--- src/rtl/mem_port_arbiter_if.sv ---
// mem_port_arbiter_if: IFU, LSU and memory bus signals
// grouped for the shared memory port arbiter.
interface mem_port_arbiter_if #(
  parameter int AW = 32,
  parameter int DW = 32
);
  logic            ifu_req;
  logic [AW-1:0]   ifu_addr;
  logic            ifu_done;
  logic [DW-1:0]   ifu_rdata;
  logic            lsu_read;
  logic            lsu_write;
  logic [AW-1:0]   lsu_addr;
  logic [DW-1:0]   lsu_wdata;
  logic [DW/8-1:0] lsu_byteen;
  logic            lsu_done;
  logic [DW-1:0]   lsu_rdata;
  logic            lsu_stall;
  logic            bus_read;
  logic            bus_write;
  logic [AW-1:0]   bus_addr;
  logic [DW-1:0]   bus_wdata;
  logic [DW/8-1:0] bus_byteen;
  logic            bus_waitrequest;
  logic            bus_rvalid;
  logic [DW-1:0]   bus_rdata;

  modport master (
    input  ifu_req, ifu_addr,
    output ifu_done, ifu_rdata,
    input  lsu_read, lsu_write, lsu_addr,
    input  lsu_wdata, lsu_byteen,
    output lsu_done, lsu_rdata, lsu_stall,
    output bus_read, bus_write, bus_addr,
    output bus_wdata, bus_byteen,
    input  bus_waitrequest, bus_rvalid, bus_rdata
  );

  modport slave (
    output ifu_req, ifu_addr,
    input  ifu_done, ifu_rdata,
    output lsu_read, lsu_write, lsu_addr,
    output lsu_wdata, lsu_byteen,
    input  lsu_done, lsu_rdata, lsu_stall,
    input  bus_read, bus_write, bus_addr,
    input  bus_wdata, bus_byteen,
    output bus_waitrequest, bus_rvalid, bus_rdata
  );
endinterface

--- src/rtl/mem_port_arbiter.sv ---
// mem_port_arbiter: shares one memory bus between IFU and LSU,
// one transaction at a time, LSU has fixed priority.
module mem_port_arbiter #(
  parameter int AW = 32,
  parameter int DW = 32
) (
  input logic                clk,
  input logic                rst,
  mem_port_arbiter_if.master io
);
  localparam int BW = DW / 8;

  typedef enum logic [1:0] {
    IDLE,
    CMD,
    RESP
  } state_t;

  state_t          state;
  logic            owner_lsu;
  logic            rd_q;
  logic            wr_q;
  logic [AW-1:0]   addr_q;
  logic [DW-1:0]   wdata_q;
  logic [BW-1:0]   byteen_q;
  logic            lsu_req;
  logic            xfer_done;

  assign lsu_req = io.lsu_read | io.lsu_write;

  // Writes finish on command accept, reads on returned data.
  assign xfer_done = ~rst &
    (((state == CMD) & wr_q & ~io.bus_waitrequest) |
     ((state == RESP) & io.bus_rvalid));

  assign io.ifu_done  = xfer_done & ~owner_lsu;
  assign io.lsu_done  = xfer_done & owner_lsu;
  assign io.ifu_rdata = io.bus_rdata;
  assign io.lsu_rdata = io.bus_rdata;
  assign io.lsu_stall = lsu_req & ~io.lsu_done;

  assign io.bus_read   = rd_q;
  assign io.bus_write  = wr_q;
  assign io.bus_addr   = addr_q;
  assign io.bus_wdata  = wdata_q;
  assign io.bus_byteen = byteen_q;

  // Grant, command hold and response wait; all bus outputs registered.
  always_ff @(posedge clk) begin
    if (rst) begin
      state     <= IDLE;
      owner_lsu <= 1'b0;
      rd_q      <= 1'b0;
      wr_q      <= 1'b0;
      addr_q    <= '0;
      wdata_q   <= '0;
      byteen_q  <= '0;
    end else begin
      unique case (state)
        IDLE: begin
          if (lsu_req) begin
            owner_lsu <= 1'b1;
            addr_q    <= io.lsu_addr;
            wdata_q   <= io.lsu_wdata;
            byteen_q  <= io.lsu_write ? io.lsu_byteen : '1;
            wr_q      <= io.lsu_write;
            rd_q      <= ~io.lsu_write;
            state     <= CMD;
          end else if (io.ifu_req) begin
            owner_lsu <= 1'b0;
            addr_q    <= io.ifu_addr;
            byteen_q  <= '1;
            wr_q      <= 1'b0;
            rd_q      <= 1'b1;
            state     <= CMD;
          end
        end
        CMD: begin
          if (!io.bus_waitrequest) begin
            rd_q  <= 1'b0;
            wr_q  <= 1'b0;
            state <= wr_q ? IDLE : RESP;
          end
        end
        RESP: begin
          if (io.bus_rvalid) state <= IDLE;
        end
        default: state <= IDLE;
      endcase
    end
  end
endmodule

--- src/flat_wrapper.sv ---
// flat-port wrapper written by rule: the top's interface ports become plain ports
module mem_port_arbiter_flat 
#(
  parameter int AW = 32,
  parameter int DW = 32
)
  (clk, rst, io_ifu_req, io_ifu_addr, io_ifu_done, io_ifu_rdata, io_lsu_read, io_lsu_write, io_lsu_addr, io_lsu_wdata, io_lsu_byteen, io_lsu_done, io_lsu_rdata, io_lsu_stall, io_bus_read, io_bus_write, io_bus_addr, io_bus_wdata, io_bus_byteen, io_bus_waitrequest, io_bus_rvalid, io_bus_rdata);
  mem_port_arbiter_if #(.AW(AW), .DW(DW)) io_i ();
  input logic clk;
  input logic rst;
  input wire logic [$bits(io_i.ifu_req)-1:0] io_ifu_req;
  input wire logic [$bits(io_i.ifu_addr)-1:0] io_ifu_addr;
  output wire logic [$bits(io_i.ifu_done)-1:0] io_ifu_done;
  output wire logic [$bits(io_i.ifu_rdata)-1:0] io_ifu_rdata;
  input wire logic [$bits(io_i.lsu_read)-1:0] io_lsu_read;
  input wire logic [$bits(io_i.lsu_write)-1:0] io_lsu_write;
  input wire logic [$bits(io_i.lsu_addr)-1:0] io_lsu_addr;
  input wire logic [$bits(io_i.lsu_wdata)-1:0] io_lsu_wdata;
  input wire logic [$bits(io_i.lsu_byteen)-1:0] io_lsu_byteen;
  output wire logic [$bits(io_i.lsu_done)-1:0] io_lsu_done;
  output wire logic [$bits(io_i.lsu_rdata)-1:0] io_lsu_rdata;
  output wire logic [$bits(io_i.lsu_stall)-1:0] io_lsu_stall;
  output wire logic [$bits(io_i.bus_read)-1:0] io_bus_read;
  output wire logic [$bits(io_i.bus_write)-1:0] io_bus_write;
  output wire logic [$bits(io_i.bus_addr)-1:0] io_bus_addr;
  output wire logic [$bits(io_i.bus_wdata)-1:0] io_bus_wdata;
  output wire logic [$bits(io_i.bus_byteen)-1:0] io_bus_byteen;
  input wire logic [$bits(io_i.bus_waitrequest)-1:0] io_bus_waitrequest;
  input wire logic [$bits(io_i.bus_rvalid)-1:0] io_bus_rvalid;
  input wire logic [$bits(io_i.bus_rdata)-1:0] io_bus_rdata;
  assign io_i.ifu_req = io_ifu_req;
  assign io_i.ifu_addr = io_ifu_addr;
  assign io_ifu_done = io_i.ifu_done;
  assign io_ifu_rdata = io_i.ifu_rdata;
  assign io_i.lsu_read = io_lsu_read;
  assign io_i.lsu_write = io_lsu_write;
  assign io_i.lsu_addr = io_lsu_addr;
  assign io_i.lsu_wdata = io_lsu_wdata;
  assign io_i.lsu_byteen = io_lsu_byteen;
  assign io_lsu_done = io_i.lsu_done;
  assign io_lsu_rdata = io_i.lsu_rdata;
  assign io_lsu_stall = io_i.lsu_stall;
  assign io_bus_read = io_i.bus_read;
  assign io_bus_write = io_i.bus_write;
  assign io_bus_addr = io_i.bus_addr;
  assign io_bus_wdata = io_i.bus_wdata;
  assign io_bus_byteen = io_i.bus_byteen;
  assign io_i.bus_waitrequest = io_bus_waitrequest;
  assign io_i.bus_rvalid = io_bus_rvalid;
  assign io_i.bus_rdata = io_bus_rdata;
  mem_port_arbiter #(.AW(AW), .DW(DW)) u_core (.clk(clk), .rst(rst), .io(io_i));
endmodule
--- config.mk ---
export PLATFORM = sky130hd
export DESIGN_NAME = mem_port_arbiter_flat
export DESIGN_NICKNAME = d
export VERILOG_FILES = /design/src/rtl/mem_port_arbiter_if.sv /design/src/rtl/mem_port_arbiter.sv /design/src/flat_wrapper.sv
export SDC_FILE = /design/constraint.sdc
export NUM_CORES = 1
export LEC_CHECK = 0
export ABC_AREA = 0
export BUFFER_PORTS_ARGS = -buffer_cell sky130_fd_sc_hd__buf_2
export CORE_AREA = 2 2 106 108
export CTS_CLUSTER_DIAMETER = 150
export DETAILED_ROUTE_END_ITERATION = 10
export DIE_AREA = 0 0 108 110
export PLACE_DENSITY_LB_ADDON = 0.25
export RECOVER_POWER = 50
export SLEW_MARGIN = 10
export SYNTH_ARGS = -nofsm -noshare
export SYNTH_HDL_FRONTEND = slang
export SYNTH_SLANG_ARGS = --single-unit
export TNS_END_PERCENT = 20
--- constraint.sdc ---
create_clock -name clk -period 4.2 [get_ports clk]
set_clock_uncertainty 0.05 [all_clocks]
set_input_delay 0.63 -clock clk [delete_from_list [all_inputs] [get_ports clk]]
set_output_delay 0.63 -clock clk [all_outputs]
set_load 0.02 [all_outputs]
======== Yosys cells after proc, flatten, opt, wreduce, memory -nomap -nowiden ========
Index checks and enable logic that the tools add are counted.
cells by class
  equality and inequality tests ........... 5
  order comparisons ....................... 0
  $add $sub $neg .......................... 0
  multiply operators ...................... 0
  muxes and demuxes ....................... 19
  bitwise logic cells ..................... 14
  shifts and indexed selects .............. 0
  reductions and logical operators ........ 7
  div/mod/pow operators ................... 0
operator list
  cell                count
  $mux 32             2
  $mux 4              3
  $mux 2              5
  $and 1x1->1         7
  $mux 1              6
  $pmux 2 s3          1
  $reduce_and 3->1    2
  $not 1->1           5
  $ne 2x2->1 const B  2
  $pmux 1 s2          2
  $reduce_and 2->1    2
  $reduce_bool 2->1   2
  $ne 3x2->1 const B  1
  $eq 2x1->1 const B  1
  $eq 2x2->1 const B  1
  $logic_not 2->1     1
  $or 1x1->1          2
storage, ports and cells
  bits in latches ......................... 0
  output and inout bits ................... 137
  ROM bits ................................ 0
  RAM bits ................................ 0
  memories ................................ 0
  flip-flop bits (word level) ............. 73

======== Logic depth before layout (Yosys ltp) ========
Gate-level depths: netlist of the first run.
  depth in word-level cells ............... 8
  depth in mapped cells ................... 6
  mapped depth without buffers ............ 3

======== Least setup slack after synthesis of the first run ========
No wires, ideal clock.
  path type ............................... input -> output
  from .................................... input port rst
  to ...................................... output port io_ifu_done
  cell stages on the path ................. 3
  data arrival time ....................... 1.548 ns
  path slack .............................. 1.972 ns
  required time ........................... 3.520 ns
  buffers on the path ..................... 2
  path through ............................ clkbuf_1 -> buf_1 -> nor3_1
between the ends
  word-level cells in the longest chain between the ends .. 3
RTL lines
  item             line                    RTL
  start, declared  flat_wrapper.sv:10      input logic rst;
  $not 1->1        mem_port_arbiter.sv:32  assign xfer_done = ~rst &
  $and 1x1->1      mem_port_arbiter.sv:32
  $and 1x1->1      mem_port_arbiter.sv:36  assign io.ifu_done = xfer_done & ~owner_lsu;
  end, declared    flat_wrapper.sv:13      output wire logic [$bits(io_i.ifu_done)-1:0] io_ifu_done;
Every way passes these cells.

======== Worst setup path after layout of the first run ========
  from .................................... input port io_lsu_write
  to ...................................... register u_core.addr_q[14], in the netlist u_core.io.bus_addr[14]
between the ends
  word-level cells in the longest chain between the ends .. 3
  elaborated cells between the ends (all ways) .. 4
  classes of those cells .................. mux: 1; bitwise: 1; reduce/logical: 2
RTL lines
  item                                line                    RTL
  start, declared                     flat_wrapper.sv:16      input wire logic [$bits(io_i.lsu_write)-1:0] io_lsu_write;
  $or 1x1->1 (*)                      mem_port_arbiter.sv:29  assign lsu_req = io.lsu_read | io.lsu_write;
  $reduce_bool 2->1 (no source line)  n/a
  $reduce_and 2->1 (no source line)   n/a
  end signal, assigned                mem_port_arbiter.sv:63  addr_q <= io.lsu_addr;
  end signal, assigned                mem_port_arbiter.sv:71  addr_q <= io.ifu_addr;
  end, declared                       mem_port_arbiter.sv:23  logic [AW-1:0] addr_q;
Mark *: on every way between the ends. The rest lies on a longest branch, timed or not.
A chain may end at the register's enable or synchronous reset.

==> flow_metrics.py, run 1 <==
metrics = {
    "logic_synthesis": {
        "synth_area_leaders": "dfxtp_1, buf_4, a21oi_1, nand2_1, a311oi_1",
        "synth_compound_area_share_pct": 25.55,
        "synth_nets": 572,
        "synth_top_flop_cell": "dfxtp_1",
        "synth_common_cells": "dfxtp_1, nand2_1, a21oi_1, buf_4, nand3_1",
        "synth_top_family_by_area": "compound AO/OA/AOI/OAI gates",
        "synth_area_um2": 3536,
        "synthXorXnorAreaFrac_pct": 0,
        "synthSimpleGateAreaFrac_pct": 14.05,
        "synthArstFlopShare_pct": 0,
        "ys_ff_latch": 73,
        "synth_top_area_cell": "dfxtp_1",
        "ys_warn_count": 0,
        "synth_cell_types": 29,
        "synthCells": 433,
        "synth.area.mux_share_pct": 0.2831,
        "seq_area_frac_synth_pct": 41.33,
        "synthAdderAreaFrac_pct": 0,
        "synth.most_common_cell": "dfxtp_1",
        "postSynthAreaPerCell_um2": 8.166,
        "synth_edf_count": 0,
        "yosysTopAreaCellShare_pct": 41.33,
    },
    "clock_network": {
        "cts_tree": "yes",
        "clockBufferDepth": 2,
        "clkTransAtPathRegs_ns": 0.08,
        "cts_hold_buffers": 0,
        "clock_latency_ns": 0.34,
        "cts-buffers-inserted": 9,
        "cts_resized": 0,
        "htreeDepth": 3,
        "cts_setup_buffers": 0,
        "root_buffer": "clkbuf_8",
        "clock-sinks": 73,
    },
    "drt": {
        "route.detailed.drc": 0,
        "dr_wl_met2_um": 4757,
        "viasPerCell": 4.994,
        "wl_per_cell_um": 15.26,
        "wl_met1_um": 4345,
        "ant_nets": 0,
        "top_layer": "met4",
        "wl_met3_um": 914,
        "drtIter0Drc": 199,
        "postRouteWirelength_um": 10210,
        "num_vias": 3341,
        "dr.pass1.iters": 5,
    },
    "run": {
        "max_cap_viol_count": 1,
    },
    "placement": {
        "hpwlAfterDp_um": 6944,
        "gp_congestion": 0.7360,
        "numPortBuffers": 179,
    },
    "final_layout": {
        "n_antenna_cell": 0,
        "drive_above_1_share_pct": 33.08,
        "nFillCells": 1168,
        "fin_nets": 663,
        "area_delta_synth_final_pct": 17.16,
    },
    "die": {
        "fp.dieArea_um2": 11880,
        "initial_core_util_pct": 33.05,
        "rows": 38,
        "boundaryPins": 276,
        "die_x_um": 108,
        "coreArea_um2": 10700,
        "die_h_um": 110,
    },
    "sta": {
        "tightestPinTransition_ns": 1.733,
        "finalCritPeriodShare_pct": 68.44,
        "period_minus_slack_ns": 2.875,
        "fmax_mhz": 347.9,
        "setup_tns_ns": 0,
        "holdWs_ns": 0.4296,
        "slew_violations": 36,
        "rsz0062_at_grt": "false",
        "relSlewSlack_pct": -15.53,
        "hold_violations": 0,
        "setup-violations-final": 0,
    },
    "setup_path": {
        "crit_path_top_delay_cell": "clkbuf_1",
        "end_kind": "flop",
        "cp_slowest_stage_delay_ns": 1.25,
        "crit_chain": "buf_2, or3_1, clkbuf_1, and2_4, a311oi_2",
        "critPathKind": "input pin to flop",
        "worst_setup_path_start_kind": "input pin",
        "critPathMaxFanout": 39,
        "critPathArrivalTime_ns": 3.02,
        "critPathRequiredTime_ns": 4.34,
    },
    "global_routing": {
        "grt_pass1_wl_um": 15060,
        "grt-ovfl-total": 0,
        "track_usage_pct": 16.03,
        "grt_max_degree": 72,
        "grt_pass1_vias": 3103,
        "antenna_found_initial": 0,
    },
    "run_status": {
        "violations": "capacitance limit, slew limit",
        "outcome": "complete, but fails checks",
    },
    "power": {
        "leakagePower_nw": 1.787,
        "ir_drop_mv": 0.1666,
        "p_per_area_nw_per_um2": 425.6,
    },
    "hold_path": {
        "hold_path.class": "flop to flop",
    },
}
## critical path, delay by kind of cell
kind	cells	cell delay, ns
and+or+nand+nor	2	0.80
AOI/OAI and AO/OA	1	0.18
buffers and inverters	2	1.40
## sequential cells by signal (all words and copies together), names as in the netlist
signal and flops:
u_core.io.bus_byteen 4, u_core.io.bus_wdata 32, u_core.state 2, u_core.owner_lsu 1
u_core.io.bus_read 1, u_core.io.bus_write 1, u_core.io.bus_addr 32
## per-layer routing
layer,track usage [%],up-vias
li1,-,1643
met3,4.115,20
met4,6.777,0
met1,19.39,1512
met2,27.09,166
met5,0,-
## worst paths after layout
path / from / to / slack, ns / cells after the start
worst max-delay path: io_lsu_write / u_core.io.bus_addr[14] / 1.33 / 5
worst min-delay path: u_core.io.bus_wdata[9] / u_core.io.bus_wdata[9] / 0.43 / 2
worst max register to register: u_core.state[1] / u_core.io.bus_addr[15] / 2.05 / 4
worst min register to register: u_core.io.bus_wdata[9] / u_core.io.bus_wdata[9] / 0.43 / 2
## power by group
| group | total, mW | internal [mW] | switching, mW |
|---|---|---|---|
| clock | 0.549 | 0.290 | 0.259 |
| combinational | 0.412 | 0.146 | 0.266 |
| sequential | 0.801 | 0.763 | 0.0386 |
| total | 1.76 | 1.20 | 0.564 |
## stage by stage
stage	setup WS [ns]	util (%)	cell area (um2)	instances	power, mW
floorplan	1.972	-	3536	433	1.171
global placement	1.882	37.45	4006	653	1.237
detailed placement	1.860	37.45	4006	653	1.242
CTS	1.860	39.22	4195	669	1.791
global route	1.203	38.73	4143	669	1.860
finish	1.325	38.73	4143	669	1.763
## layout by cell type (no fill, tap or decap)
| cell type | count |
|---|---|
| a21oi_1 | 64 |
| a22oi_1 | 1 |
| a2bb2oi_1 | 1 |
| a311oi_1 | 24 |
| a311oi_2 | 8 |
| and2_4 | 1 |
| buf_2 | 140 |
| buf_4 | 4 |
| bufinv_16 | 1 |
| clkbuf_1 | 43 |
| clkbuf_8 | 10 |
| clkinv_2 | 2 |
| dfxtp_1 | 73 |
| inv_1 | 3 |
| mux2i_1 | 1 |
| nand2_1 | 66 |
| nand3_1 | 34 |
| nor2_1 | 3 |
| nor2_4 | 2 |
| nor2b_1 | 1 |
| nor3_1 | 2 |
| nor3b_1 | 1 |
| o21a_1 | 1 |
| o21ai_0 | 32 |
| o221a_2 | 4 |
| o22ai_1 | 1 |
| o32ai_1 | 1 |
| o41ai_1 | 1 |
| or2_2 | 2 |
| or3_1 | 1 |
| or3b_2 | 1 |
## logic make-up (layout without fill, tap and decap cells)
group,count (synthesis),in the layout
flops,73,73
simple gates,114,114
buf+inv,107,203
compound gates,138,138
mux,1,1
## final cells by class
| class | count | area (um2) | area share [%] |
|---|---|---|---|
| Clock buffer | 13 | 148.9 | 3.594 |
| Clock inverter | 3 | 40.04 | 0.9665 |
| Inverter | 3 | 11.26 | 0.2718 |
| Multi-Input combinational cell | 253 | 1425 | 34.40 |
| Sequential cell | 73 | 1461 | 35.28 |
| Tap cell | 140 | 175.2 | 4.228 |
| Timing Repair Buffer | 184 | 880.8 | 21.26 |
(Power assumes the default switching activity.)
==> inputs of run 2 (changes only) <==
clock period = 2.3 ns   (was 4.2 ns; I/O delays follow)
==> flow_metrics.py, run 2 (synthesis results as in run 1) <==
metrics = {
    "run_status": {
        "outcome": "finished, final reports clean",
    },
    "sta": {
        "tightestPinTransition_ns": 0.7304,
        "hold_violations": 0,
        "period_minus_slack_ns": 2.069,
        "setup-violations-final": 0,
        "fmax_mhz": 483.4,
        "relSlewSlack_pct": 51.31,
        "setup_tns_ns": 0,
        "finalCritPeriodShare_pct": 89.95,
        "slew_violations": 0,
        "rsz0062_at_grt": "false",
    },
    "power": {
        "p_clk_share_pct": 28.2,
        "seq_power_share_pct": 47.2,
        "intPower_mw": 2.077,
        "p_comb_share_pct": 24.7,
        "ir_drop_mv": 0.3245,
        "p_per_area_nw_per_um2": 745.5,
        "leakagePower_nw": 1.799,
        "swShare_pct": 33.00,
        "switching_power_mw": 1.023,
    },
    "global_routing": {
        "antenna_found_initial": 0,
        "grt_max_degree": 66,
        "grt_pass1_vias": 3244,
        "grt-ovfl-total": 0,
        "grt_pass1_wl_um": 15940,
        "track_usage_pct": 16.92,
    },
    "hold_path": {
        "hold_path.class": "input pin to flop",
        "holdPathStages": 3,
        "hp-start": "io_lsu_wdata[13]",
        "holdPathEnd": "u_core.io.bus_wdata[13]",
    },
    "clock_network": {
        "cts_tree": "yes",
        "clockBufferDepth": 2,
        "cts_hold_buffers": 0,
        "cts-buffers-inserted": 9,
        "cts_resized": 0,
        "htreeDepth": 3,
        "root_buffer": "clkbuf_8",
        "clkTransAtPathRegs_ns": 0.08,
        "clock-sinks": 73,
        "cts_setup_buffers": 0,
        "clock_latency_ns": 0.34,
    },
    "drt": {
        "drtIter0Drc": 211,
        "route.detailed.drc": 0,
        "dr.pass1.iters": 4,
        "wl_per_cell_um": 15.18,
        "viasPerCell": 4.999,
        "postRouteWirelength_um": 10200,
        "ant_nets": 0,
        "num_vias": 3359,
    },
    "setup_path": {
        "crit_chain": "nor3b_1, a22oi_1, nor3_1, buf_2",
        "critPathMaxFanout": 6,
        "critPathKind": "flop to output pin",
        "critPathRequiredTime_ns": 1.90,
        "critPathArrivalTime_ns": 1.67,
        "r2r_slack_ns": 0.85,
        "crit_path_top_delay_cell": "dfxtp_1",
        "cp_slowest_stage_delay_ns": 0.46,
        "r2r_end": "u_core.io.bus_wdata[18]",
        "end_kind": "output pin",
        "worst_setup_path_start_kind": "flop",
        "r2r-start": "u_core.state[1]",
        "reg2regPathDepth": 3,
    },
    "final_layout": {
        "nFillCells": 1157,
        "final_common_cell": "buf_2",
        "seq_area_um2": 1461,
        "multi_input_area_um2": 1425,
        "drive_above_1_share_pct": 33.83,
        "stdcell_count": 672,
        "n_antenna_cell": 0,
        "area_delta_synth_final_pct": 17.59,
        "fin_nets": 667,
        "final_cell_mix": "buf_2, dfxtp_1, nand2_1",
    },
    "die": {
        "die_h_um": 110,
        "rows": 38,
        "die_x_um": 108,
        "coreArea_um2": 10700,
        "fp.dieArea_um2": 11880,
        "boundaryPins": 276,
        "initial_core_util_pct": 33.05,
    },
    "placement": {
        "gp_congestion": 0.7378,
        "hpwlAfterDp_um": 6973,
        "dp_cells": 657,
        "numPortBuffers": 179,
    },
    "run": {
        "max_cap_viol_count": 0,
    },
}
## run 2: changes by cell type in the layout (fill, tap and decap cells not counted)
cell       previous run  this run
buf_4                 4         7
clkbuf_1             43        41
clkinv_2              2         4
buf_12                0         1
buf_2               140       139
bufinv_16             1         0
clkbuf_2              0         1
## run 2: cell type report
| type | count | share of cell area (%) |
|---|---|---|
| Inverter | 3 | 0.2708 |
| Clock inverter | 4 | 0.4815 |
| Multi-Input combinational cell | 253 | 34.28 |
| Sequential cell | 73 | 35.15 |
| Clock buffer | 11 | 3.401 |
| Tap cell | 140 | 4.213 |
| Timing Repair Buffer | 188 | 22.21 |
## run 2: power by group through the flow
stage	sequential (mW)	combinational, mW	clock [mW]
after floorplan	1.63	0.506	0
after global placement	1.49	0.782	0
after detailed placement	1.49	0.791	0
after CTS	1.46	0.792	0.908
after global routing	1.48	0.845	0.962
final	1.46	0.765	0.873
## run 2: worst max path at each step
stage | cells past startpoint | to | slack (ns) | startpoint
final | 4 | io_ifu_done | 0.23 | u_core.state[0]
after CTS | 4 | io_ifu_done | 0.21 | u_core.state[0]
after global routing | 4 | io_ifu_done | 0.13 | u_core.state[0]
after detailed placement | 4 | u_core.io.bus_byteen[3] | 0.55 | io_lsu_write
after global placement | 4 | u_core.io.bus_byteen[2] | 0.59 | io_lsu_write
after floorplan | 3 | io_ifu_done | 0.64 | rst
## run 2: per-stage QoR
step                      hold WS, ns  utilization (%)  cell area (um2)  setup WS [ns]  total power, mW
after floorplan                0.4186                -             3536         0.6421            2.138
after global placement         0.4078            37.85             4049         0.5922            2.270
after detailed placement       0.4144            37.85             4049         0.5537            2.279
after CTS                      0.1775            39.36             4210         0.2090            3.160
after global routing           0.1700            38.87             4158         0.1271            3.285
final                          0.1962            38.87             4158         0.2312            3.100
## run 2: per-layer routing
metal  global-route usage, %  vias up  routed length (um)
met4                   6.044        0                 152
met2                   28.03      166                4745
li1                        -     1650                   -
met3                   5.115       19                 925
met5                       0        -                   0
met1                   20.89     1524                4379
## run 2: worst max-delay path: cells and delay by family, from the launching register on
| kind | cells | cell delay, ns |
|---|---|---|
| AND/OR/NAND/NOR | 2 | 0.48 |
| buffers and inverters | 1 | 0.20 |
| flip-flops | 1 | 0.46 |
| AO/OA/AOI/OAI | 1 | 0.19 |
